**src/rtl/video_tpg_pkg.sv**
```systemverilog
// video_tpg_pkg: shared types and constants for the colour-bar test pattern
// generator.
//   tpg_state_e    - FSM state encoding (IDLE / ACTIVE)
//   COL_*          - the eight 24-bit bar colours, {R,G,B} MSB to LSB
//   bar_color()    - maps a bar index 0..7 to its 24-bit colour
package video_tpg_pkg;

  typedef enum logic {
    IDLE   = 1'b0,
    ACTIVE = 1'b1
  } tpg_state_e;

  localparam logic [23:0] COL_WHITE   = 24'hFFFFFF;
  localparam logic [23:0] COL_YELLOW  = 24'hFFFF00;
  localparam logic [23:0] COL_CYAN    = 24'h00FFFF;
  localparam logic [23:0] COL_GREEN   = 24'h00FF00;
  localparam logic [23:0] COL_MAGENTA = 24'hFF00FF;
  localparam logic [23:0] COL_RED     = 24'hFF0000;
  localparam logic [23:0] COL_BLUE    = 24'h0000FF;
  localparam logic [23:0] COL_BLACK   = 24'h000000;

  function automatic logic [23:0] bar_color(input logic [2:0] idx);
    logic [23:0] c;
    case (idx)
      3'd0:    c = COL_WHITE;
      3'd1:    c = COL_YELLOW;
      3'd2:    c = COL_CYAN;
      3'd3:    c = COL_GREEN;
      3'd4:    c = COL_MAGENTA;
      3'd5:    c = COL_RED;
      3'd6:    c = COL_BLUE;
      default: c = COL_BLACK;
    endcase
    return c;
  endfunction

endpackage

```
**src/rtl/video_tpg_cnt.sv**
```systemverilog
// video_tpg_cnt: x/y position of the pixel currently presented on the bus.
//   clk, rst     - clock, synchronous active-high reset (position -> 0,0)
//   adv          - advance to the next pixel (a beat transferred this cycle)
//   x, y         - current position
//   x_nxt, y_nxt - position after the current one, with line/frame wrap
//   line_end     - current pixel is the last of its line
//   frame_end    - current pixel is the last of the frame
module video_tpg_cnt #(
  parameter int H_ACTIVE = 64,
  parameter int V_ACTIVE = 48,
  parameter int XW       = 6,
  parameter int YW       = 6
) (
  input  logic          clk,
  input  logic          rst,
  input  logic          adv,
  output logic [XW-1:0] x,
  output logic [YW-1:0] y,
  output logic [XW-1:0] x_nxt,
  output logic [YW-1:0] y_nxt,
  output logic          line_end,
  output logic          frame_end
);

  logic [XW-1:0] x_q, x_d;
  logic [YW-1:0] y_q, y_d;
  logic          last_line;

  always_comb begin
    line_end  = (x_q == XW'(H_ACTIVE - 1));
    last_line = (y_q == YW'(V_ACTIVE - 1));
    frame_end = line_end && last_line;
    x_nxt     = line_end ? '0 : x_q + 1'b1;
    y_nxt     = y_q;
    if (line_end) begin
      y_nxt = last_line ? '0 : y_q + 1'b1;
    end
    x_d = adv ? x_nxt : x_q;
    y_d = adv ? y_nxt : y_q;
  end

  always_ff @(posedge clk) begin
    if (rst) begin
      x_q <= '0;
      y_q <= '0;
    end else begin
      x_q <= x_d;
      y_q <= y_d;
    end
  end

  assign x = x_q;
  assign y = y_q;

endmodule

```
**src/rtl/video_tpg.sv**
```systemverilog
// video_tpg: eight-bar colour test pattern on an AXI4-Stream master.
//   clk, rst       - clock, synchronous active-high reset
//   en             - generation enable, only acted on while idle or at frame end
//   m_axis_tdata   - pixel {R,G,B}, each component all-ones or zero
//   m_axis_tvalid  - beat valid (registered, independent of tready)
//   m_axis_tready  - sink ready
//   m_axis_tuser   - start of frame (pixel 0,0)
//   m_axis_tlast   - end of line (x = H_ACTIVE-1)
//   m_axis_tstrb/tkeep/tid/tdest - constants
//
// state  | meaning
// IDLE   | no frame in progress, tvalid low, waiting for en
// ACTIVE | frame in progress, tvalid high, pixel held until accepted
module video_tpg
  import video_tpg_pkg::*;
#(
  parameter int DATAW    = 24,
  parameter int H_ACTIVE = 64,
  parameter int V_ACTIVE = 48
) (
  input  logic               clk,
  input  logic               rst,
  input  logic               en,
  output logic [DATAW-1:0]   m_axis_tdata,
  output logic               m_axis_tvalid,
  input  logic               m_axis_tready,
  output logic               m_axis_tuser,
  output logic               m_axis_tlast,
  output logic [DATAW/8-1:0] m_axis_tstrb,
  output logic [DATAW/8-1:0] m_axis_tkeep,
  output logic               m_axis_tid,
  output logic               m_axis_tdest
);

  localparam int XW    = (H_ACTIVE > 1) ? $clog2(H_ACTIVE) : 1;
  localparam int YW    = (V_ACTIVE > 1) ? $clog2(V_ACTIVE) : 1;
  localparam int BAR_W = H_ACTIVE / 8;

  tpg_state_e       state_q, state_d;
  logic             tvalid_q, tvalid_d;
  logic             tuser_q, tuser_d;
  logic             tlast_q, tlast_d;
  logic [DATAW-1:0] tdata_q, tdata_d;

  logic             adv;
  logic [XW-1:0]    x_cur, x_nxt;
  logic [YW-1:0]    y_cur, y_nxt;
  logic             line_end, frame_end;

  video_tpg_cnt #(
    .H_ACTIVE (H_ACTIVE),
    .V_ACTIVE (V_ACTIVE),
    .XW       (XW),
    .YW       (YW)
  ) u_cnt (
    .clk       (clk),
    .rst       (rst),
    .adv       (adv),
    .x         (x_cur),
    .y         (y_cur),
    .x_nxt     (x_nxt),
    .y_nxt     (y_nxt),
    .line_end  (line_end),
    .frame_end (frame_end)
  );

  function automatic logic [DATAW-1:0] bar_pixel(input logic [XW-1:0] xv);
    logic [2:0] idx;
    idx = 3'(xv / XW'(BAR_W));
    return {(DATAW/24){bar_color(idx)}};
  endfunction

  // Outputs are loaded with the pixel that will be on the bus next cycle:
  // the current position when starting from IDLE, the next position after
  // an accepted beat. Without a transfer everything holds.
  always_comb begin
    state_d  = state_q;
    tvalid_d = tvalid_q;
    tuser_d  = tuser_q;
    tlast_d  = tlast_q;
    tdata_d  = tdata_q;
    adv      = 1'b0;
    case (state_q)
      IDLE: begin
        if (en) begin
          state_d  = ACTIVE;
          tvalid_d = 1'b1;
          tdata_d  = bar_pixel(x_cur);
          tuser_d  = (x_cur == '0) && (y_cur == '0);
          tlast_d  = line_end;
        end
      end
      ACTIVE: begin
        if (m_axis_tready) begin
          adv = 1'b1;
          if (frame_end && !en) begin
            state_d  = IDLE;
            tvalid_d = 1'b0;
            tdata_d  = '0;
            tuser_d  = 1'b0;
            tlast_d  = 1'b0;
          end else begin
            tdata_d = bar_pixel(x_nxt);
            tuser_d = (x_nxt == '0) && (y_nxt == '0);
            tlast_d = (x_nxt == XW'(H_ACTIVE - 1));
          end
        end
      end
      default: state_d = IDLE;
    endcase
  end

  always_ff @(posedge clk) begin
    if (rst) begin
      state_q  <= IDLE;
      tvalid_q <= 1'b0;
      tuser_q  <= 1'b0;
      tlast_q  <= 1'b0;
      tdata_q  <= '0;
    end else begin
      state_q  <= state_d;
      tvalid_q <= tvalid_d;
      tuser_q  <= tuser_d;
      tlast_q  <= tlast_d;
      tdata_q  <= tdata_d;
    end
  end

  assign m_axis_tdata  = tdata_q;
  assign m_axis_tvalid = tvalid_q;
  assign m_axis_tuser  = tuser_q;
  assign m_axis_tlast  = tlast_q;
  assign m_axis_tstrb  = '1;
  assign m_axis_tkeep  = '1;
  assign m_axis_tid    = 1'b0;
  assign m_axis_tdest  = 1'b0;

endmodule

```
**config.mk**
```make
export PLATFORM = sky130hd
export DESIGN_NAME = video_tpg
export DESIGN_NICKNAME = d
export VERILOG_FILES = /design/src/rtl/video_tpg_pkg.sv /design/src/rtl/video_tpg_cnt.sv /design/src/rtl/video_tpg.sv
export SDC_FILE = /design/constraint.sdc
export NUM_CORES = 1
export LEC_CHECK = 0
export ABC_AREA = 1
export CAP_MARGIN = 10
export CORE_MARGIN = 2
export CORE_UTILIZATION = 40
export DETAILED_ROUTE_END_ITERATION = 16
export PLACE_DENSITY_LB_ADDON = 0.05
export SETUP_SLACK_MARGIN = 0.2
export SYNTH_ARGS = -nofsm -noshare
export SYNTH_HDL_FRONTEND = slang
export SYNTH_SLANG_ARGS = --single-unit
```
**constraint.sdc**
```tcl
create_clock -name clk -period 1.67 [get_ports clk]
set_input_delay 0.167 -clock clk [delete_from_list [all_inputs] [get_ports clk]]
set_output_delay 0.167 -clock clk [all_outputs]
set_load 0.02 [all_outputs]
```
### Yosys cells after proc, flatten, opt, wreduce, memory -nomap -nowiden

Cells that the tools add are included.
Widths: inputs -> output; s select.

| storage, ports and cells | value |
|---|---|
| register bits after elaboration | 40 |
| bits in latches | 0 |
| memory bits (writable) | 0 |
| bits in read-only memories | 0 |
| input bits | 4 |
| output and inout bits | 35 |
| memories kept | 0 |

| operators by class | value |
|---|---|
| add/sub/neg operators | 2 |
| $mul | 0 |
| divide/modulo/power cells | 0 |
| $lt $le $gt $ge | 0 |
| equal/unequal tests | 18 |
| shifts and indexed selects | 0 |
| multiplexer cells | 27 |
| bitwise gates (word level) | 1 |
| reductions and logical operators | 13 |

Operators by type and width:

| kind | number |
|---|---|
| $pmux 24 s7 | 2 |
| $mux 24 | 3 |
| $pmux 24 s2 | 1 |
| $logic_not 6->1 | 4 |
| $eq 3x3->1 const B | 6 |
| $eq 6x6->1 const B | 3 |
| $mux 6 | 3 |
| $mux 1 | 14 |
| $add 6x1->6 const B | 2 |
| $eq 3x2->1 const B | 4 |
| $pmux 1 s2 | 4 |
| $eq 3x1->1 const B | 2 |
| $logic_not 3->1 | 2 |
| $logic_and 1x1->1 | 4 |
| $ne 2x2->1 const B | 2 |
| $reduce_and 3->1 | 1 |
| $ne 2x1->1 const B | 1 |
| $reduce_and 2->1 | 1 |
| $logic_not 1->1 | 1 |
| $not 1->1 | 1 |

### Logic depth before layout (Yosys ltp)

Gate-level depths: netlist of run 1.

| depth | value |
|---|---|
| word-level depth | 8 |
| depth in mapped cells | 11 |

### Cells and area by module

A second synthesis of run 1 with hierarchy kept.

| second synthesis, totals | value |
|---|---|
| cells, all modules | 223 |
| area, all modules | 1433.9 sq um |

By module, submodules not included:

| module | instances | cells each | area each (sq um) | sequential area each (sq um) |
|---|---|---|---|---|
| video_tpg_cnt | 1 | 118 | 752.0 | 240.2 |
| video_tpg | 1 | 105 | 681.9 | 140.1 |

### Least setup slack after synthesis of run 1

No wires, ideal clock.

| timing path | value |
|---|---|
| kind | reg2reg |
| start point | register u_cnt.x_q[0], in the netlist u_cnt.x[0] |
| end point | register tuser_q, in the netlist m_axis_tuser |
| setup time | 0.070 ns |
| arrival time | 1.352 ns |
| required time | 1.600 ns |
| setup slack | 0.248 ns |
| cell stages (with the launch flop) | 11 |
| path buffers | 1 |
| clock period less this slack | 1.422 ns |
| cells stage by stage | dfxtp_1 ha_1 nand3_2 nor2_2 buf_6 nand3_2 nand2_1 nand3_1 nor2_1 nand3_1 a21oi_1 |

| between the ends | value |
|---|---|
| longest elaborated chain between the ends | 7 |
| elaborated cells between the ends (all ways) | 15 |

RTL lines:

| item | line | text |
|---|---|---|
| from (decl) | video_tpg_cnt.sv:25 | `logic [XW-1:0] x_q, x_d;` |
| from (signal assigned) | video_tpg_cnt.sv:44 | `x_q <= '0;` |
| from (signal assigned) | video_tpg_cnt.sv:47 | `x_q <= x_d;` |
| $add 6x1->6 / $eq 6x6->1 (equally long branches) | video_tpg_cnt.sv:33, video_tpg_cnt.sv:30 |  |
| $mux 6, on equally long branches | video_tpg_cnt.sv:33, video_tpg_cnt.sv:35 |  |
| $logic_not 6->1 | video_tpg.sv:104 | `tuser_d = (x_nxt == '0) && (y_nxt == '0);` |
| $logic_and 1x1->1 | video_tpg.sv:104 |  |
| $mux 1 | video_tpg.sv:96 | `if (frame_end && !en) begin` |
| $mux 1 | video_tpg.sv:94 | `if (m_axis_tready) begin` |
| $pmux 1 s2 (*) | video_tpg.sv:83 | `case (state_q)` |
| to (signal assigned) | video_tpg.sv:123 | `tuser_q <= tuser_d;` |
| to (decl) | video_tpg.sv:41 | `logic tuser_q, tuser_d;` |

Every way passes the cells marked *; elsewhere a longest branch is shown, timed or not. The select of a mux whose other input is x is not followed.
A chain may end at the register's enable or synchronous reset.

### Worst setup path in the final report of run 1

Ends and elaborated chain as after synthesis.

==> impl_results.md, run 1 <==
* Ports at 39
* Cell Pwr Density at 663 nW/um^2
* Critical path data required time at 1.90 ns
* Worst skew pair latency at 0.29 ns
* Global-route wire length before repair at 5370 microns
* Initial Util at 42.3%
* Global-route met2 utilization at 28.0%
* Register area at 395 sq um
* Max IR drop VDD at 0.000562 V
* Antenna violation net count after detailed routing at 0
* Setup CP Type: reg -> reg
* Sink Count at 19
* Post-synth top area share at 26.8%
* Vias in the first global route at 1160
* GRT Overall Usage at 16.7%
* Worst path slowest cell: dfxtp_2
* Worst hold margin at 0.499 ns
* GRT met3 Usage at 3.93%
* Final Hold Viols at 0
* Diode count at 0
* Root buf cell: clkbuf_4
* Unique masters post-synth at 27
* Cells after Synth at 211
* Mean Syn Cell Area at 6.74 sq um
* P&R area growth vs syn at 24.0%
* Die extent in x at 63.6 microns
* Highest Clock Rate at 658 MHz
* Dpl hpwl at 2430 microns
* Footprint of the multi-input gates at 763 sq um
* Top post-synthesis cells by area: dfxtp_1 (27%), buf_4 (16%), nand2_1 (9.5%)
* Antenna violations before repair at 0
* Cell Area, Synth at 1420 sq um
* DRT Pass-1 Iters at 4
* Final setup fails at 0
* Fraction of the yosys area taken by sequential cells at 26.8%
* Largest area contributor in the synthesized netlist: dfxtp_1
* Post-route DRC at 0
* Slew Viols, Final at 0
* Worst Setup End Kind: flip-flop
* Crit-path most repeated cell: nand3_2
* # rows at 21
* Clock-pin slew on the worst setup and hold paths at 0.11 ns
* Ys Warns at 0
* Die Ht at 63.6 microns
* LEAKAGE at 0.872 nW
* DRT iter0 DRCs at 49
* Final net count at between 200 and 250
* DR WL/cell at 11.9 microns
* CP startpoint kind: flip-flop
* Fillcell total at between 300 and 400
* Min Tclk post-route at about 1.5 ns
* CTS H-Tree Depth at 1
* Clock buffer depth at 2
* Drt via density at 4.60
* Status: finished clean
* Crit path max fanout at 6
* Number of buffers created by CTS at 3
* CTS tree: yes
* Critical Path AT at 1.75 ns
* Most frequent cells in the layout: nand2_1 (33), inv_1 (27), dlygate4sd2_1 (24)
* Crit-path max cell delay at 0.37 ns
* Met1 Use GR at 21.1%
* Routed WL at between 3000 and 4000 microns
* DR vias at 1287
* Placeable Area at 3360 sq um
* Final period util at 91.0%
* RSZ-0062 raised after global routing: yes
* MaxCap Viol Count at 0
* Most Crowded Layer GR: met2
* Dpl ws at 0.0442 ns
* Commonest non-fill, non-tap cell in the layout: nand2_1
* Fin worst setup slack at between 0.15 and 0.2 ns
* Yosys reg bits at 19
* Hold-fix buffers, CTS at 0
* Setup TNS at 0 ns
* Critical Path, Cell by Cell: ha_4, nand3_4, nor2_4, buf_6, nand3_2, nand2_2, nand3_2, nor2_2, nand3_1, a21oi_1
* # port buffers at 30
* Layout Skew at 0.00561 ns
* GPL Wtd Cong at 0.894
* Gr ovfl total at 0
* Tot Pwr at 1.17 mW
* Layout cell share with drive strength beyond 1 at 23.5%
* DIE AREA at ~4000 sq um
* Min-Delay Path Class: reg -> reg
* Largest net degree at the start of global routing at 14
cell type report:
class                      instances  share of cell area [%]
tap                               46                    3.26
multi-input combinational        133                    43.3
timing repair buffer              47                    22.8
sequential                        19                    22.4
inverter                          31                    6.74
clock buffer                       4                    1.49
cell usage after synthesis:
| cell type | count |
|---|---|
| nand2_1 | 36 |
| buf_4 | 30 |
| inv_1 | 30 |
| dfxtp_1 | 19 |
| a21oi_1 | 16 |
| nor2_1 | 16 |
| o21ai_0 | 15 |
| nand3_1 | 8 |
| ha_1 | 6 |
| nand2_2 | 6 |
| a211oi_1 | 3 |
| nor2_2 | 3 |
| o211ai_1 | 3 |
| a31oi_1 | 2 |
| buf_2 | 2 |
| conb_1 | 2 |
| nand3_2 | 2 |
| nand4_1 | 2 |
| nor2_4 | 2 |
| and3_1 | 1 |
| buf_6 | 1 |
| clkbuf_1 | 1 |
| clkinv_1 | 1 |
| nor3_1 | 1 |
| nor4_1 | 1 |
| or2_2 | 1 |
| xor2_1 | 1 |
power breakdown:
part	switching [mW]	internal (mW)	total [mW]
registers	0.0442	0.490	0.534
logic	0.244	0.155	0.399
clock network	0.143	0.0928	0.236
state kept, by name, summed over array words and instances, names as in the netlist:
signal / flops
u_cnt.y: 6
u_cnt.x: 6
m_axis_tdata: 3
m_axis_tvalid: 1
m_axis_tuser: 1
m_axis_tlast: 1
state_q: 1
repair_timing:
item                                   in CTS  in global routing
cloned                                      1                  0
setup buffers                               2                  5
resized for setup                          35                 21
setup endpoints to repair                  29                 12
endpoints found under the hold margin       0                  0
pin swaps                                   3                 10
cells by family after synthesis:
| group | count (synthesis) | synth area share, % |
|---|---|---|
| xor+xnor | 1 | 0.616 |
| compound gates | 39 | 15.0 |
| buf+inv | 65 | 25.8 |
| simple gates | 79 | 26.1 |
| fa+ha+maj | 6 | 5.28 |
| flops | 19 | 26.8 |
| other cells | 2 | 0.528 |
path summary, 6_finish.rpt:
| path | from | to | slack (ns) | cells after the start |
|---|---|---|---|---|
| worst max register to register | u_cnt.x[0] | m_axis_tuser | 0.15 | 10 |
| worst min register to register | m_axis_tvalid | m_axis_tvalid | 0.50 | 2 |
| worst max-delay path | u_cnt.x[0] | m_axis_tuser | 0.15 | 10 |
| worst min-delay path | m_axis_tvalid | m_axis_tvalid | 0.50 | 2 |
per-layer routing:
layer	share of wire (%)	vias up	routed length, microns
met2	48	24	1610
met4	1.5	0	49
met3	3.4	5	114
li1	-	677	-
met5	0	-	0
met1	47	581	1570
per-stage QoR:
stage | util [%] | area [sq um] | instances
2_1_floorplan | - | 1440 | 217
3_3_place_gp | 48.1 | 1620 | 268
3_5_place_dp | 48.1 | 1620 | 268
4_1_cts | 49.9 | 1680 | 275
5_1_grt | 52.4 | 1760 | 280
6_report | 52.4 | 1760 | 280
critical path: cells and delay by family, from the launching register on:
| kind | cells | cell delay (ns) |
|---|---|---|
| AND/OR/NAND/NOR | 7 | 0.63 |
| flip-flops | 1 | 0.37 |
| buffers and inverters | 1 | 0.14 |
| adder cells (fa/ha/maj) | 1 | 0.16 |
| AO/OA/AOI/OAI | 1 | 0.14 |
(Power assumes the default switching activity.)
==> run 2: changes to the inputs <==
--- a/config.mk
+++ b/config.mk
@@ -11,6 +11,7 @@
 export CORE_UTILIZATION = 40
 export DETAILED_ROUTE_END_ITERATION = 16
 export PLACE_DENSITY_LB_ADDON = 0.05
+export RECOVER_POWER = 100
 export SETUP_SLACK_MARGIN = 0.2
 export SYNTH_ARGS = -nofsm -noshare
 export SYNTH_HDL_FRONTEND = slang
==> impl_results.md, run 2 (synthesis results as in run 1) <==
* Critical path data required time at 1.86 ns
* Highest Clock Rate at 648 MHz
* DR vias at 1289
* Post-route DRC at 0
* Die extent in x at 63.6 microns
* Fillcell total at 374
* Layout Skew at about 0.0090 ns
* # rows at 21
* Critical Path AT at 1.73 ns
* Footprint of the multi-input gates at 763 sq um
* Cell Pwr Density at ~670 nW/um^2
* Routed WL at 3350 microns
* Post-route cell area at approximately 1700 sq um
* Worst skew pair latency at 0.30 ns
* Min-Delay Path Class: reg -> reg
* Die Ht at 63.6 microns
* Setup CP Type: reg -> reg
* DIE AREA at 4050 sq um
* Layout cell share with drive strength beyond 1 at between 20% and 30%
* Worst path slowest cell: dfxtp_2
* Clock buffer depth at 2
* DRT iter0 DRCs at a little under 50
* Top delay family on crit path: simple AND/OR/NAND/NOR gates
* Worst slew pin tran at 0.503 ns
* Drt via density at roughly 4.6
* Vias in the first global route at 1160
* Setup TNS at 0 ns
* Largest net degree at the start of global routing at 14
* Initial Util at 42.3%
* CTS H-Tree Depth at 1
* Dpl hpwl at 2430 microns
* Final Hold Viols at 0
* Antenna violation net count after detailed routing at 0
* DRT Pass-1 Iters at 4
* Crit path max fanout at 5
* Max IR drop VDD at 0.000564 V
* GRT Overall Usage at 16.7%
* Number of buffers created by CTS at 3
* P&R area growth vs syn at 23.1%
* Clock-pin slew on the worst setup and hold paths at 0.12 ns
* Commonest non-fill, non-tap cell in the layout: nand2_1
* Critical Path, Cell by Cell: ha_4, nand3_4, nor2_4, clkbuf_1, nand2_1, nand2_1, nand2_2, nand3_2, nor2_2, nand3_1, a21oi_1
* Gr ovfl total at 0
* DR WL/cell at 12.0 microns
* Slew HR at about two thirds
* Placement Cell Area at ~1600 sq um
* Crit-path most repeated cell: nand2_1
* Final setup fails at 0
* GPL Wtd Cong at roughly 0.89
* Final net count at roughly 250
* MaxCap Viol Count at 0
* CTS tree: yes
* Status: finished clean
* Most frequent cells in the layout: nand2_1 (33), inv_1 (27), dlygate4sd2_1 (24)
* Global-route wire length before repair at 5370 microns
* Final period util at 92.4%
* RSZ-0062 raised after global routing: yes
* CP startpoint kind: flip-flop
* Worst Setup End Kind: flip-flop
* Root buf cell: clkbuf_4
* Register area at 395 sq um
* Ports at 39
* Crit-path max cell delay at 0.37 ns
* Slew Viols, Final at 0
* Hold-fix buffers, CTS at 0
* Antenna violations before repair at 0
* LEAKAGE at between 0.8 and 0.9 nW
* Min Tclk post-route at about 1.5 ns
* # port buffers at 30
* Bufs and invs on worst path at 1
* Sink Count at 19
* Diode count at 0
* Placeable Area at 3360 sq um
[run 2: cell types whose count changed in the layout (fill, tap and decap cells not counted), sizes merged]
cell	change
buf	-2
clkbuf	+3
clkdlybuf4s50	-2
dlygate4sd3	+2
dlymetal6s2s	-1
[run 2: stage by stage]
stage	setup slack (ns)	instances	utilization, %	power, mW	hold WS, ns
global route	0.0330	280	52.0	1.24	0.530
floorplan	0.248	217	-	0.854	0.236
CTS	0.107	275	49.9	1.16	0.498
global placement	0.0659	268	48.1	0.962	0.483
finish	0.127	280	52.0	1.17	0.497
detailed placement	0.0442	268	48.1	0.962	0.484
[run 2: routing by layer]
layer	track usage (%)	vias to the layer above	part of all wire, %
met5	0	-	0
met4	4.89	0	1.5
met3	3.93	5	3.3
met2	28.0	26	48
met1	21.1	581	47
li1	-	677	-
[run 2: area by class of cell]
type	instances	area share, %
Multi-Input combinational cell	133	43.6
Sequential cell	19	22.6
Timing Repair Buffer	47	22.2
Inverter	31	6.80
Tap cell	46	3.29
Clock buffer	4	1.50
[run 2: worst paths after layout]
kind	startpoint	to	slack [ns]	cells after the start
max reg2reg	u_cnt.x[0]	m_axis_tuser	0.13	11
max	u_cnt.x[0]	m_axis_tuser	0.13	11
min	m_axis_tvalid	m_axis_tvalid	0.50	2
min reg2reg	m_axis_tvalid	m_axis_tvalid	0.50	2
[run 2: tightest hold or removal path, cell delays in order (launching register included)]
cell     delay, ns
dfxtp_1       0.33
o21ai_0       0.07
a21oi_1       0.06
[run 2: timing repair]
item | in CTS | in global routing
gates cloned | 1 | 0
endpoints found under the setup margin | 29 | 12
pin swaps | 3 | 10
buffers inserted | 2 | 5
gates resized for setup | 35 | 21
[run 2: power breakdown]
part | internal [mW] | switching, mW | leakage (nW)
clock | 0.0929 | 0.146 | 0.0150
combinational | 0.150 | 0.245 | 0.675
sequential | 0.490 | 0.0441 | 0.160
==> run 3: changes to the inputs <==
--- a/config.mk
+++ b/config.mk
@@ -10,9 +10,11 @@
 export CORE_MARGIN = 2
 export CORE_UTILIZATION = 40
 export DETAILED_ROUTE_END_ITERATION = 16
+export GPL_ROUTABILITY_DRIVEN = 0
 export PLACE_DENSITY_LB_ADDON = 0.05
 export RECOVER_POWER = 100
 export SETUP_SLACK_MARGIN = 0.2
+export SLEW_MARGIN = 5
 export SYNTH_ARGS = -nofsm -noshare
 export SYNTH_HDL_FRONTEND = slang
 export SYNTH_SLANG_ARGS = --single-unit
==> results of run 3 <==
The final DEF is identical to that of run 2; final timing and power are the same.
